===== src/rtl/sram_port_arbiter_if.sv =====
// Bundle of requester-side handshakes (ports A and B) and the SRAM macro pins
// that the arbiter sits between.
interface sram_port_arbiter_if #(
  parameter int W_DATA = 32,
  parameter int W_ADDR = 11
);
  localparam int W_BE = W_DATA / 8;

  // Port A: high-priority read-only streaming
  logic              a_req;
  logic [W_ADDR-1:0] a_addr;
  logic              a_ready;
  logic              a_rvalid;
  logic [W_DATA-1:0] a_rdata;

  // Port B: low-priority read/write
  logic              b_req;
  logic              b_write;
  logic [W_ADDR-1:0] b_addr;
  logic [W_DATA-1:0] b_wdata;
  logic [W_BE-1:0]   b_be;
  logic              b_ready;
  logic              b_rvalid;
  logic [W_DATA-1:0] b_rdata;

  // SRAM macro pins
  logic              sram_cs_n;
  logic              sram_we_n;
  logic [W_BE-1:0]   sram_be_n;
  logic [W_ADDR-1:0] sram_addr;
  logic [W_DATA-1:0] sram_wdata;
  logic [W_DATA-1:0] sram_rdata;

  modport slave (
    input  a_req, a_addr,
    output a_ready, a_rvalid, a_rdata,
    input  b_req, b_write, b_addr, b_wdata, b_be,
    output b_ready, b_rvalid, b_rdata,
    output sram_cs_n, sram_we_n, sram_be_n, sram_addr, sram_wdata,
    input  sram_rdata
  );

  modport master (
    output a_req, a_addr,
    input  a_ready, a_rvalid, a_rdata,
    output b_req, b_write, b_addr, b_wdata, b_be,
    input  b_ready, b_rvalid, b_rdata,
    input  sram_cs_n, sram_we_n, sram_be_n, sram_addr, sram_wdata,
    output sram_rdata
  );
endinterface


===== src/rtl/sram_port_arbiter.sv =====
// Two-port arbiter for one single-port synchronous SRAM: port A (read stream)
// has priority, port B gets a forced grant after MAX_STALL consecutive denials.
module sram_port_arbiter #(
  parameter int W_DATA    = 32,
  parameter int W_ADDR    = 11,
  parameter int MAX_STALL = 4
) (
  input  logic                clk,
  input  logic                rst_n,
  sram_port_arbiter_if.slave  bus
);
  localparam int W_BE = W_DATA / 8;
  localparam logic [7:0] STALL_LIMIT = 8'(MAX_STALL);

  logic [7:0]        stall_cnt;
  logic              force_b;
  logic              a_grant;
  logic              b_grant;
  logic              b_any_be;
  logic [W_ADDR-1:0] addr_mux;
  logic [W_BE-1:0]   be_n_mux;

  // Grant is purely combinational so a request can be accepted in its first cycle.
  assign force_b  = bus.b_req && (stall_cnt == STALL_LIMIT);
  assign a_grant  = bus.a_req && !force_b;
  assign b_grant  = bus.b_req && !a_grant;
  assign b_any_be = |bus.b_be;

  assign bus.a_ready = a_grant;
  assign bus.b_ready = b_grant;

  // NOTE: every output of an always_comb gets a default first so no path
  // through the block leaves a signal unassigned and infers a latch.
  always_comb begin
    bus.sram_cs_n = 1'b1;
    bus.sram_we_n = 1'b1;
    be_n_mux      = '1;
    addr_mux      = bus.b_addr;
    if (a_grant) begin
      bus.sram_cs_n = 1'b0;
      addr_mux      = bus.a_addr;
    end else if (b_grant) begin
      if (bus.b_write) begin
        // An all-zero byte mask is accepted but leaves the SRAM deselected.
        bus.sram_cs_n = !b_any_be;
        bus.sram_we_n = !b_any_be;
        be_n_mux      = ~bus.b_be;
      end else begin
        bus.sram_cs_n = 1'b0;
      end
    end
  end

  assign bus.sram_addr  = addr_mux;
  assign bus.sram_be_n  = be_n_mux;
  assign bus.sram_wdata = bus.b_wdata;

  // Read data is shared; each port qualifies it with its own rvalid.
  assign bus.a_rdata = bus.sram_rdata;
  assign bus.b_rdata = bus.sram_rdata;

  // NOTE: sequential state uses non-blocking assignments so every register
  // samples the pre-edge values regardless of statement order.
  always_ff @(posedge clk or negedge rst_n) begin
    if (!rst_n) begin
      stall_cnt    <= 8'd0;
      bus.a_rvalid <= 1'b0;
      bus.b_rvalid <= 1'b0;
    end else begin
      bus.a_rvalid <= a_grant;
      bus.b_rvalid <= b_grant && !bus.b_write;
      if (!bus.b_req || b_grant) begin
        stall_cnt <= 8'd0;
      end else if (stall_cnt != STALL_LIMIT) begin
        stall_cnt <= stall_cnt + 8'd1;
      end
    end
  end
endmodule

===== src/flat_wrapper.sv =====
// flat-port wrapper written by rule: the top's interface ports become plain ports
module sram_port_arbiter_flat 
#(
  parameter int W_DATA    = 32,
  parameter int W_ADDR    = 11,
  parameter int MAX_STALL = 4
)
  (clk, rst_n, bus_a_req, bus_a_addr, bus_a_ready, bus_a_rvalid, bus_a_rdata, bus_b_req, bus_b_write, bus_b_addr, bus_b_wdata, bus_b_be, bus_b_ready, bus_b_rvalid, bus_b_rdata, bus_sram_cs_n, bus_sram_we_n, bus_sram_be_n, bus_sram_addr, bus_sram_wdata, bus_sram_rdata);
  sram_port_arbiter_if #(.W_DATA(W_DATA), .W_ADDR(W_ADDR)) bus_i ();
  input  logic clk;
  input  logic rst_n;
  input wire logic [$bits(bus_i.a_req)-1:0] bus_a_req;
  input wire logic [$bits(bus_i.a_addr)-1:0] bus_a_addr;
  output wire logic [$bits(bus_i.a_ready)-1:0] bus_a_ready;
  output wire logic [$bits(bus_i.a_rvalid)-1:0] bus_a_rvalid;
  output wire logic [$bits(bus_i.a_rdata)-1:0] bus_a_rdata;
  input wire logic [$bits(bus_i.b_req)-1:0] bus_b_req;
  input wire logic [$bits(bus_i.b_write)-1:0] bus_b_write;
  input wire logic [$bits(bus_i.b_addr)-1:0] bus_b_addr;
  input wire logic [$bits(bus_i.b_wdata)-1:0] bus_b_wdata;
  input wire logic [$bits(bus_i.b_be)-1:0] bus_b_be;
  output wire logic [$bits(bus_i.b_ready)-1:0] bus_b_ready;
  output wire logic [$bits(bus_i.b_rvalid)-1:0] bus_b_rvalid;
  output wire logic [$bits(bus_i.b_rdata)-1:0] bus_b_rdata;
  output wire logic [$bits(bus_i.sram_cs_n)-1:0] bus_sram_cs_n;
  output wire logic [$bits(bus_i.sram_we_n)-1:0] bus_sram_we_n;
  output wire logic [$bits(bus_i.sram_be_n)-1:0] bus_sram_be_n;
  output wire logic [$bits(bus_i.sram_addr)-1:0] bus_sram_addr;
  output wire logic [$bits(bus_i.sram_wdata)-1:0] bus_sram_wdata;
  input wire logic [$bits(bus_i.sram_rdata)-1:0] bus_sram_rdata;
  assign bus_i.a_req = bus_a_req;
  assign bus_i.a_addr = bus_a_addr;
  assign bus_a_ready = bus_i.a_ready;
  assign bus_a_rvalid = bus_i.a_rvalid;
  assign bus_a_rdata = bus_i.a_rdata;
  assign bus_i.b_req = bus_b_req;
  assign bus_i.b_write = bus_b_write;
  assign bus_i.b_addr = bus_b_addr;
  assign bus_i.b_wdata = bus_b_wdata;
  assign bus_i.b_be = bus_b_be;
  assign bus_b_ready = bus_i.b_ready;
  assign bus_b_rvalid = bus_i.b_rvalid;
  assign bus_b_rdata = bus_i.b_rdata;
  assign bus_sram_cs_n = bus_i.sram_cs_n;
  assign bus_sram_we_n = bus_i.sram_we_n;
  assign bus_sram_be_n = bus_i.sram_be_n;
  assign bus_sram_addr = bus_i.sram_addr;
  assign bus_sram_wdata = bus_i.sram_wdata;
  assign bus_i.sram_rdata = bus_sram_rdata;
  sram_port_arbiter #(.W_DATA(W_DATA), .W_ADDR(W_ADDR), .MAX_STALL(MAX_STALL)) u_core (.clk(clk), .rst_n(rst_n), .bus(bus_i));
endmodule

===== config.mk =====
export PLATFORM = sky130hd
export DESIGN_NAME = sram_port_arbiter_flat
export DESIGN_NICKNAME = d
export VERILOG_FILES = /design/src/rtl/sram_port_arbiter_if.sv /design/src/rtl/sram_port_arbiter.sv /design/src/flat_wrapper.sv
export SDC_FILE = /design/constraint.sdc
export NUM_CORES = 1
export LEC_CHECK = 0
export CAP_MARGIN = 0
export CORE_ASPECT_RATIO = 1.4
export CORE_MARGIN = 4
export CORE_UTILIZATION = 24
export CTS_CLUSTER_DIAMETER = 80
export DETAILED_ROUTE_END_ITERATION = 10
export PLACE_DENSITY = 0.82
export SLEW_MARGIN = 20
export SYNTH_ARGS = -nofsm -noshare
export SYNTH_HDL_FRONTEND = slang
export SYNTH_SLANG_ARGS = --single-unit

===== constraint.sdc =====
create_clock -name clk -period 2.7 [get_ports clk]
set_input_delay 0.54 -clock clk [delete_from_list [all_inputs] [get_ports clk]]
set_output_delay 0.54 -clock clk [all_outputs]
set_load 0.05 [all_outputs]

Yosys cells after proc, flatten, opt, wreduce, memory -nomap -nowiden

Cells that the tools add are included.

Add/sub/neg operators: 1
Equal/unequal tests: 2
Mux-type cells: 12
Bitwise gates (word level): 1
Reductions and logical operators: 12

Operators by type and width:

| cell                | number |
|---|---|
| $mux 8              | 2 |
| $mux 4              | 3 |
| $mux 11             | 1 |
| $add 8x1->8 const B | 1 |
| $eq 8x3->1 const B  | 1 |
| $ne 8x3->1 const B  | 1 |
| $mux 1              | 6 |
| $logic_not 1->1     | 5 |
| $logic_and 1x1->1   | 4 |
| $not 4->4           | 1 |
| $reduce_or 4->1     | 1 |
| $reduce_bool 2->1   | 1 |
| $logic_or 1x1->1    | 1 |

Flip-flop bits (word level): 10
Bits of input ports: 95
Output and inout bits: 117
Word-level logic and storage cells: 31

Longest topological paths before layout

Gate-level depths: netlist of the first run.

Depth in word-level cells: 8
Depth in mapped cells: 6
Gate-level depth less buffers: 5

Worst setup path after synthesis of the first run

Ideal clock, no wire load.

Kind: reg-to-output
Start: reg u_core.stall_cnt[4]
End: out bus_sram_cs_n
Data arrival time: 2.702 ns
Data required time: 2.160 ns
Path slack: -0.542 ns
Cell stages (with the launch flop): 5
Buffers on the path: 1
Path through: dfrtp_1 > or4_4 > o41ai_4 > buf_6 > a21boi_0

Word-level cells in the longest chain between the ends: 8

Ends and longest elaborated chain:

| element                  | line                    | text |
|---|---|---|
| start: declaration       | sram_port_arbiter.sv:15 | `logic [7:0] stall_cnt;` |
| start signal: assignment | sram_port_arbiter.sv:75 | `stall_cnt <= stall_cnt + 8'd1;` |
| $eq 8x3->1 *             | sram_port_arbiter.sv:24 | `assign force_b = bus.b_req && (stall_cnt == STALL_LIMIT);` |
| $logic_and 1x1->1 *      | sram_port_arbiter.sv:24 |  |
| $logic_not 1->1 *        | sram_port_arbiter.sv:25 | `assign a_grant = bus.a_req && !force_b;` |
| $logic_and 1x1->1 *      | sram_port_arbiter.sv:25 |  |
| $logic_not 1->1          | sram_port_arbiter.sv:26 | `assign b_grant = bus.b_req && !a_grant;` |
| $logic_and 1x1->1        | sram_port_arbiter.sv:26 |  |
| $mux 1                   | sram_port_arbiter.sv:42 | `end else if (b_grant) begin` |
| $mux 1 *                 | sram_port_arbiter.sv:39 | `if (a_grant) begin` |
| end: declaration         | flat_wrapper.sv:25      | `output wire logic [$bits(bus_i.sram_cs_n)-1:0] bus_sram_cs_n;` |

Mark *: on every way between the ends. The rest lies on a longest branch, timed or not.

Worst setup path after layout of the first run

Start: in bus_b_req
End: out bus_sram_addr[3]

Word-level cells in the longest chain between the ends: 4

Ends and longest elaborated chain:

| element            | line                    | text |
|---|---|---|
| start: declaration | flat_wrapper.sv:17      | `input wire logic [$bits(bus_i.b_req)-1:0] bus_b_req;` |
| $logic_and 1x1->1  | sram_port_arbiter.sv:24 |  |
| $logic_not 1->1    | sram_port_arbiter.sv:25 |  |
| $logic_and 1x1->1  | sram_port_arbiter.sv:25 |  |
| $mux 11            | sram_port_arbiter.sv:39 |  |
| end: declaration   | flat_wrapper.sv:28      | `output wire logic [$bits(bus_i.sram_addr)-1:0] bus_sram_addr;` |

Every way passes these cells.

==> results of run 1 <==
worst paths after layout:
| path | startpoint | cells past startpoint | endpoint |
|---|---|---|---|
| worst min register to register | u_core.stall_cnt[0]$_DFFE_PN0P_ | 1 | u_core.stall_cnt[0]$_DFFE_PN0P_ |
| worst max register to register | u_core.stall_cnt[5]$_DFFE_PN0P_ | 5 | u_core.stall_cnt[7]$_DFFE_PN0P_ |
| worst min-delay path | u_core.stall_cnt[0]$_DFFE_PN0P_ | 1 | u_core.stall_cnt[0]$_DFFE_PN0P_ |
| max in group asynchronous | rst_n | 1 | u_core.bus.a_rvalid$_DFF_PN0_ |
| min in group asynchronous | rst_n | 1 | u_core.stall_cnt[5]$_DFFE_PN0P_ |
| worst max-delay path | bus_b_req | 7 | bus_sram_addr[3] |
per-stage QoR:
| step | total power (W) | cell area, um2 | setup TNS (ns) | hold slack [ns] |
|---|---|---|---|---|
| floorplan | 0.0006431 | 1416 | 0 | 0.2444 |
| global placement | 0.0003555 | 1308 | -0.3579 | 0.5247 |
| detailed placement | 0.0003571 | 1308 | -0.7847 | 0.5472 |
| CTS | 0.0005858 | 1534 | -1.061 | 0.5543 |
| global route | 0.0005987 | 1525 | -1.266 | 0.5845 |
| finish | 0.0005773 | 1525 | -0.3779 | 0.5484 |
registers in the layout (all words and copies together) (netlist names):
signal	count
u_core.stall_cnt	8
u_core.bus.b_rvalid	1
u_core.bus.a_rvalid	1
cell usage in the layout, fill, tap and decap left out, drive strengths merged:
cell type	synthesis	layout
nor2	5	5
or4	1	1
nor4	1	1
nand4b	1	1
nor3	1	1
buf	97	28
nand2	3	3
dfrtp	10	10
ha	2	2
o311ai	1	1
inv	5	5
clkdlybuf4s50	0	32
clkbuf	2	5
o31a	1	1
a21oi	3	3
o41ai	1	1
xor2	2	2
a21boi	1	1
mux2	11	11
nand4	5	5
o21ai	3	3
nand3	4	4
o31ai	1	1
or3	3	3
and3	1	1
xnor2	1	1
logic make-up after synthesis:
logic type	count (synthesis)	share of synthesized area, %
buf+inv	104	53.68
simple gates	25	9.744
compound gates	11	6.466
mux	11	8.769
flops	10	17.71
xor+xnor	3	1.860
fa+ha+maj	2	1.771
power breakdown:
| group | total (W) | internal, W | switching [W] |
|---|---|---|---|
| clock | 0.000187 | 0.000128 | 0.0000592 |
| sequential | 0.000156 | 0.000153 | 0.00000264 |
| combinational | 0.000234 | 0.000119 | 0.000116 |
| total | 0.000577 | 0.000400 | 0.000177 |
worst max-delay path, delay by kind of cell:
kind	cells	cell delay [ns]
buffers and inverters	5	1.01
muxes	1	0.31
AOI/OAI and AO/OA	1	0.36
cell type report:
| type | count | area (um2) | area share (%) |
|---|---|---|---|
| repair buffers | 61 | 659.4 | 43.23 |
| multi-input cells | 52 | 456.7 | 29.94 |
| flip-flops and latches | 10 | 250.2 | 16.41 |
| well taps | 68 | 85.08 | 5.578 |
| clock buffers | 4 | 55.05 | 3.610 |
| inverters | 5 | 18.77 | 1.231 |
per-layer routing:
layer  part of all wire, %  global-route usage [%]
met1                    23                   8.122
met2                    48                   18.22
met3                    22                   8.673
met4                   7.2                   8.523
met5                     0                       0
timing repair:
action,4_1_cts,5_1_grt
setup endpoints to repair,12,17
resized for setup,32,2
pin swaps,2,0
cloned,1,0
setup buffers,2,2
==> flow_metrics.tcl, run 1 <==
set metrics [dict create \
    status "finished with violations" \
    violations "setup timing" \
    vias_per_cell 4.465 \
    synth_edf_count 0 \
    finalCritPeriodShare_pct 102.3 \
    rows 32 \
    yosys_warnings 0 \
    ys_seq_elements 10 \
    cts_buffer_depth 2 \
    gp_congestion 0.7865 \
    synthCells 166 \
    io_buffers 51 \
    drive_above_1_share_pct 36.36 \
    hp-class "register to register" \
    cts_tree "done" \
    numClockSinks 10 \
    rsz0062_at_grt "true" \
    cts_inserted_buffers 3 \
    critPathKind "primary input to output pin" \
    cp.required_ns 2.16 \
    grt_use_total_pct 11.05 \
    crit_chain "clkdlybuf4s50_1 -> inv_1 -> o41ai_4 -> buf_4 -> clkbuf_16 -> mux2_4 -> buf_8" \
    slowest_delay_ns 0.47 \
    wirelength_mm 3.953 \
    ys_types 26 \
    ir_drop_v 0.0001575 \
    fin_util_pct 27.21 \
    worstMarginPinSlew_ns 0.5039 \
    syn_to_final_growth_pct 7.971 \
    final_cell_count_no_fill 200 \
    grt_max_degree 11 \
    setup_viol 11 \
    antenna_found_initial 0 \
    fin_ws_ns -0.06293 \
    diodes 0 \
    dieArea_um2 7195 \
    first_pass_iters 4 \
    place_hpwl_mm 3.366 \
    critPathLaunchType "primary input" \
    worst_path_max_delay_cell "clkdlybuf4s50_1" \
    finalHoldViolCount 0 \
    grt_overflow 0 \
    boundaryPins 212 \
    max_slew_margin_pct 66.30 \
    core_um2 5605 \
    dp_worst_setup_slack_ns -0.1043 \
    yosysTopAreaCellShare_pct 51.02 \
    rrSetupSlack_ns 0.89 \
    worstPathMaxFanout 6 \
    syn-num-nets 263 \
    hold_buffers 0 \
    ys.flop_type "dfrtp_1" \
    yosysMostFrequentCell "buf_4" \
    grt_pass1_wl_mm 5.906 \
    p_leak_nw 0.6489 \
    clock_latency_ns 0.24 \
    wire_per_inst_um 19.77 \
    root_buffer "clkbuf_8" \
    skew_ns 0.003164 \
    fin_crit_ns 2.763 \
    die_w_um 72.84 \
    grt_pass1_vias 1024 \
    die_h_um 98.78 \
    vias 893 \
    start_util_pct 25.20 \
    maxCapViolCount 0 \
    nNetsFinal 230 \
    worstPathArrival_ns 2.22 \
    async_flop_share_pct 100.0 \
    h-tree-depth 1 \
    fillers 598 \
    drtAntennaViolNets 0 \
    synth_top_area_cell "buf_4" \
    avgSynthCellArea_um2 8.510 \
    placed_cells 192 \
    cp-end-kind "output pin" \
    drt_iter0_drc 12 \
    yosys-top-cells-count "96 x buf_4, 11 x mux2_2, 10 x dfrtp_1" \
    remaining_drc_errors 0 \
    synth.area.top_cells "buf_4 51%, dfrtp_1 18%, mux2_2 8.8%" \
    final_max_slew_viol_count 0 \
    ys_seq_area_share_pct 17.71 \
    power_per_cell_area_nw_per_um2 378.5 \
    clk_pin_slew_ns 0.05 \
    synth_area_um2 1413 \
    fmax_ghz 0.3619 \
]
Note: power is estimated with default switching activity, not from simulation.
==> inputs of run 2 (changes only) <==
Settings changed: PLACE_DENSITY 0.82 to 0.79.
==> flow_metrics.tcl, run 2 (synthesis results as in run 1) <==
set metrics [dict create \
    clkPwrFrac_pct 32.7 \
    numClockSinks 10 \
    power_switching_w 0.0001681 \
    diodes 0 \
    whs_ns 0.5551 \
    ir_drop_v 0.0001390 \
    vias_per_cell 4.510 \
    rows 32 \
    layout_common_cells "31 x clkdlybuf4s50_1, 14 x buf_4, 10 x dfrtp_1" \
    finalCritPeriodShare_pct 102.2 \
    first_pass_iters 4 \
    grt.busiest_layer "met2" \
    clk_pin_slew_ns 0.05 \
    worstPathArrival_ns 2.22 \
    start_util_pct 25.20 \
    final_max_slew_viol_count 0 \
    drtAntennaViolNets 0 \
    fmax_ghz 0.3624 \
    setup_viol 11 \
    grt_use_total_pct 9.819 \
    grt_util_met1_pct 6.828 \
    power.share.sequential_pct 28.0 \
    slowest_delay_ns 0.58 \
    tns_ns -0.4090 \
    cp-end-kind "output pin" \
    gp_congestion 0.7519 \
    reg_top3 "u_core.stall_cnt x8, u_core.bus.a_rvalid x1, u_core.bus.b_rvalid x1" \
    grt_pass1_vias 1006 \
    crit_start "u_core.stall_cnt[4]$_DFFE_PN0P_" \
    h-tree-depth 1 \
    use_met2_pct 16.48 \
    status "finished with violations" \
    finalHoldViolCount 0 \
    worstPathMaxFanout 6 \
    crit_chain "or4_4 -> o41ai_4 -> buf_4 -> clkbuf_16 -> mux2_2 -> buf_6" \
    worst_path_max_delay_cell "or4_4" \
    wirelength_mm 3.797 \
    io_buffers 51 \
    max_slew_margin_pct 64.11 \
    maxCapViolCount 0 \
    root_buffer "clkbuf_8" \
    grt_max_degree 14 \
    antenna_found_initial 0 \
    met3_usage_pct 8.061 \
    cts_inserted_buffers 3 \
    critPathKind "register to output pin" \
    p_leak_nw 0.6191 \
    sw_frac_of_total_pct 30.16 \
    final_common_cell "clkdlybuf4s50_1" \
    dieArea_um2 7195 \
    fin_ws_ns -0.05917 \
    cp.required_ns 2.16 \
    fillers 609 \
    dpl_cell_area_um2 1300 \
    core_um2 5605 \
    syn_to_final_growth_pct 5.048 \
    largest_reg_flops 8 \
    nNetsFinal 230 \
    multi_input_area_um2 422.9 \
    cts_tree "done" \
    die_w_um 72.84 \
    critPathLaunchType "register" \
    skew_ns 0.0005248 \
    internal_power_w 0.0003891 \
    grt_overflow 0 \
    place_hpwl_mm 3.225 \
    wire_per_inst_um 18.99 \
    worstReg2RegStart "u_core.stall_cnt[4]$_DFFE_PN0P_" \
    power_per_cell_area_nw_per_um2 375.4 \
    drt_iter0_drc 18 \
    hp-class "register to register" \
    clock_latency_ns 0.23 \
    design_area_um2 1484 \
    violations "setup timing" \
    hold_buffers 0 \
    power_frac_comb_pct 39.3 \
    dp_worst_setup_slack_ns -0.06532 \
    hp-start "u_core.stall_cnt[0]$_DFFE_PN0P_" \
    cts_buffer_depth 2 \
    vias 902 \
    die_h_um 98.78 \
    drive_above_1_share_pct 37.12 \
    fin_util_pct 26.47 \
    rsz0062_at_grt "true" \
    worstMarginPinSlew_ns 0.5337 \
    remaining_drc_errors 0 \
    max_flop_register "u_core.stall_cnt" \
    grt_pass1_wl_mm 5.333 \
    fin_crit_ns 2.759 \
    regArea_um2 250.2 \
    boundaryPins 212 \
]
[run 2: changes by cell type in the layout (fill, tap and decap cells not counted)]
cell	delta
a21boi_4	-1
a21boi_2	+1
buf_12	+1
mux2_2	+7
buf_6	+6
clkdlybuf4s50_1	-1
inv_1	-1
buf_4	-1
buf_8	-6
inv_2	+1
dlymetal6s2s_1	+1
mux2_4	-7
[run 2: area by class of cell]
class	instances	share of cell area (%)
multi-input combinational	52	28.50
tap	68	5.734
clock buffer	4	3.710
sequential	10	16.86
inverter	5	1.265
timing repair buffer	61	43.93
[run 2: what timing repair did]
action / in CTS / in global routing
pin swaps: 1 / 0
cloned: 0 / 1
setup buffers: 0 / 4
resized for setup: 12 / 9
hold endpoints to repair: 0 / 0
setup endpoints to repair: 11 / 16
[run 2: path summary, 6_finish.rpt]
kind | depth (start not counted) | slack (ns) | endpoint
max | 6 | -0.06 | bus_sram_addr[10]
max in group asynchronous | 1 | 1.80 | u_core.bus.b_rvalid$_DFF_PN0_
min reg2reg | 1 | 0.56 | u_core.stall_cnt[0]$_DFFE_PN0P_
max reg2reg | 4 | 0.95 | u_core.stall_cnt[1]$_DFFE_PN0P_
min in group asynchronous | 1 | 0.61 | u_core.stall_cnt[7]$_DFFE_PN0P_
min | 1 | 0.56 | u_core.stall_cnt[0]$_DFFE_PN0P_
[run 2: worst max-delay path, delay by kind of cell (launching register included)]
kind	cells	cell delay, ns
flops	1	0.37
simple gates	1	0.58
mux	1	0.34
buf+inv	3	0.49
compound gates	1	0.21
[run 2: power groups by stage]
| stage | clock network (W) | logic [W] | registers [W] |
|---|---|---|---|
| floorplan | 0 | 0.000481 | 0.000162 |
| global placement | 0 | 0.000195 | 0.000158 |
| detailed placement | 0 | 0.000196 | 0.000158 |
| CTS | 0.000187 | 0.000208 | 0.000156 |
| global route | 0.000193 | 0.000230 | 0.000156 |
| finish | 0.000182 | 0.000219 | 0.000156 |
[run 2: per-stage QoR]
| step | power [W] | std cells |
|---|---|---|
| after global placement | 0.0003529 | 191 |
| after floorplan | 0.0006431 | 166 |
| after detailed placement | 0.0003542 | 191 |
| after global routing | 0.0005784 | 200 |
| after CTS | 0.0005503 | 195 |
| final | 0.0005571 | 200 |
[run 2: metal layers]
metal  vias up  part of all wire (%)
li1        381                     -
met4         0                   6.2
met5         -                     0
met2        95                    51
met1       391                    23
met3        35                    20
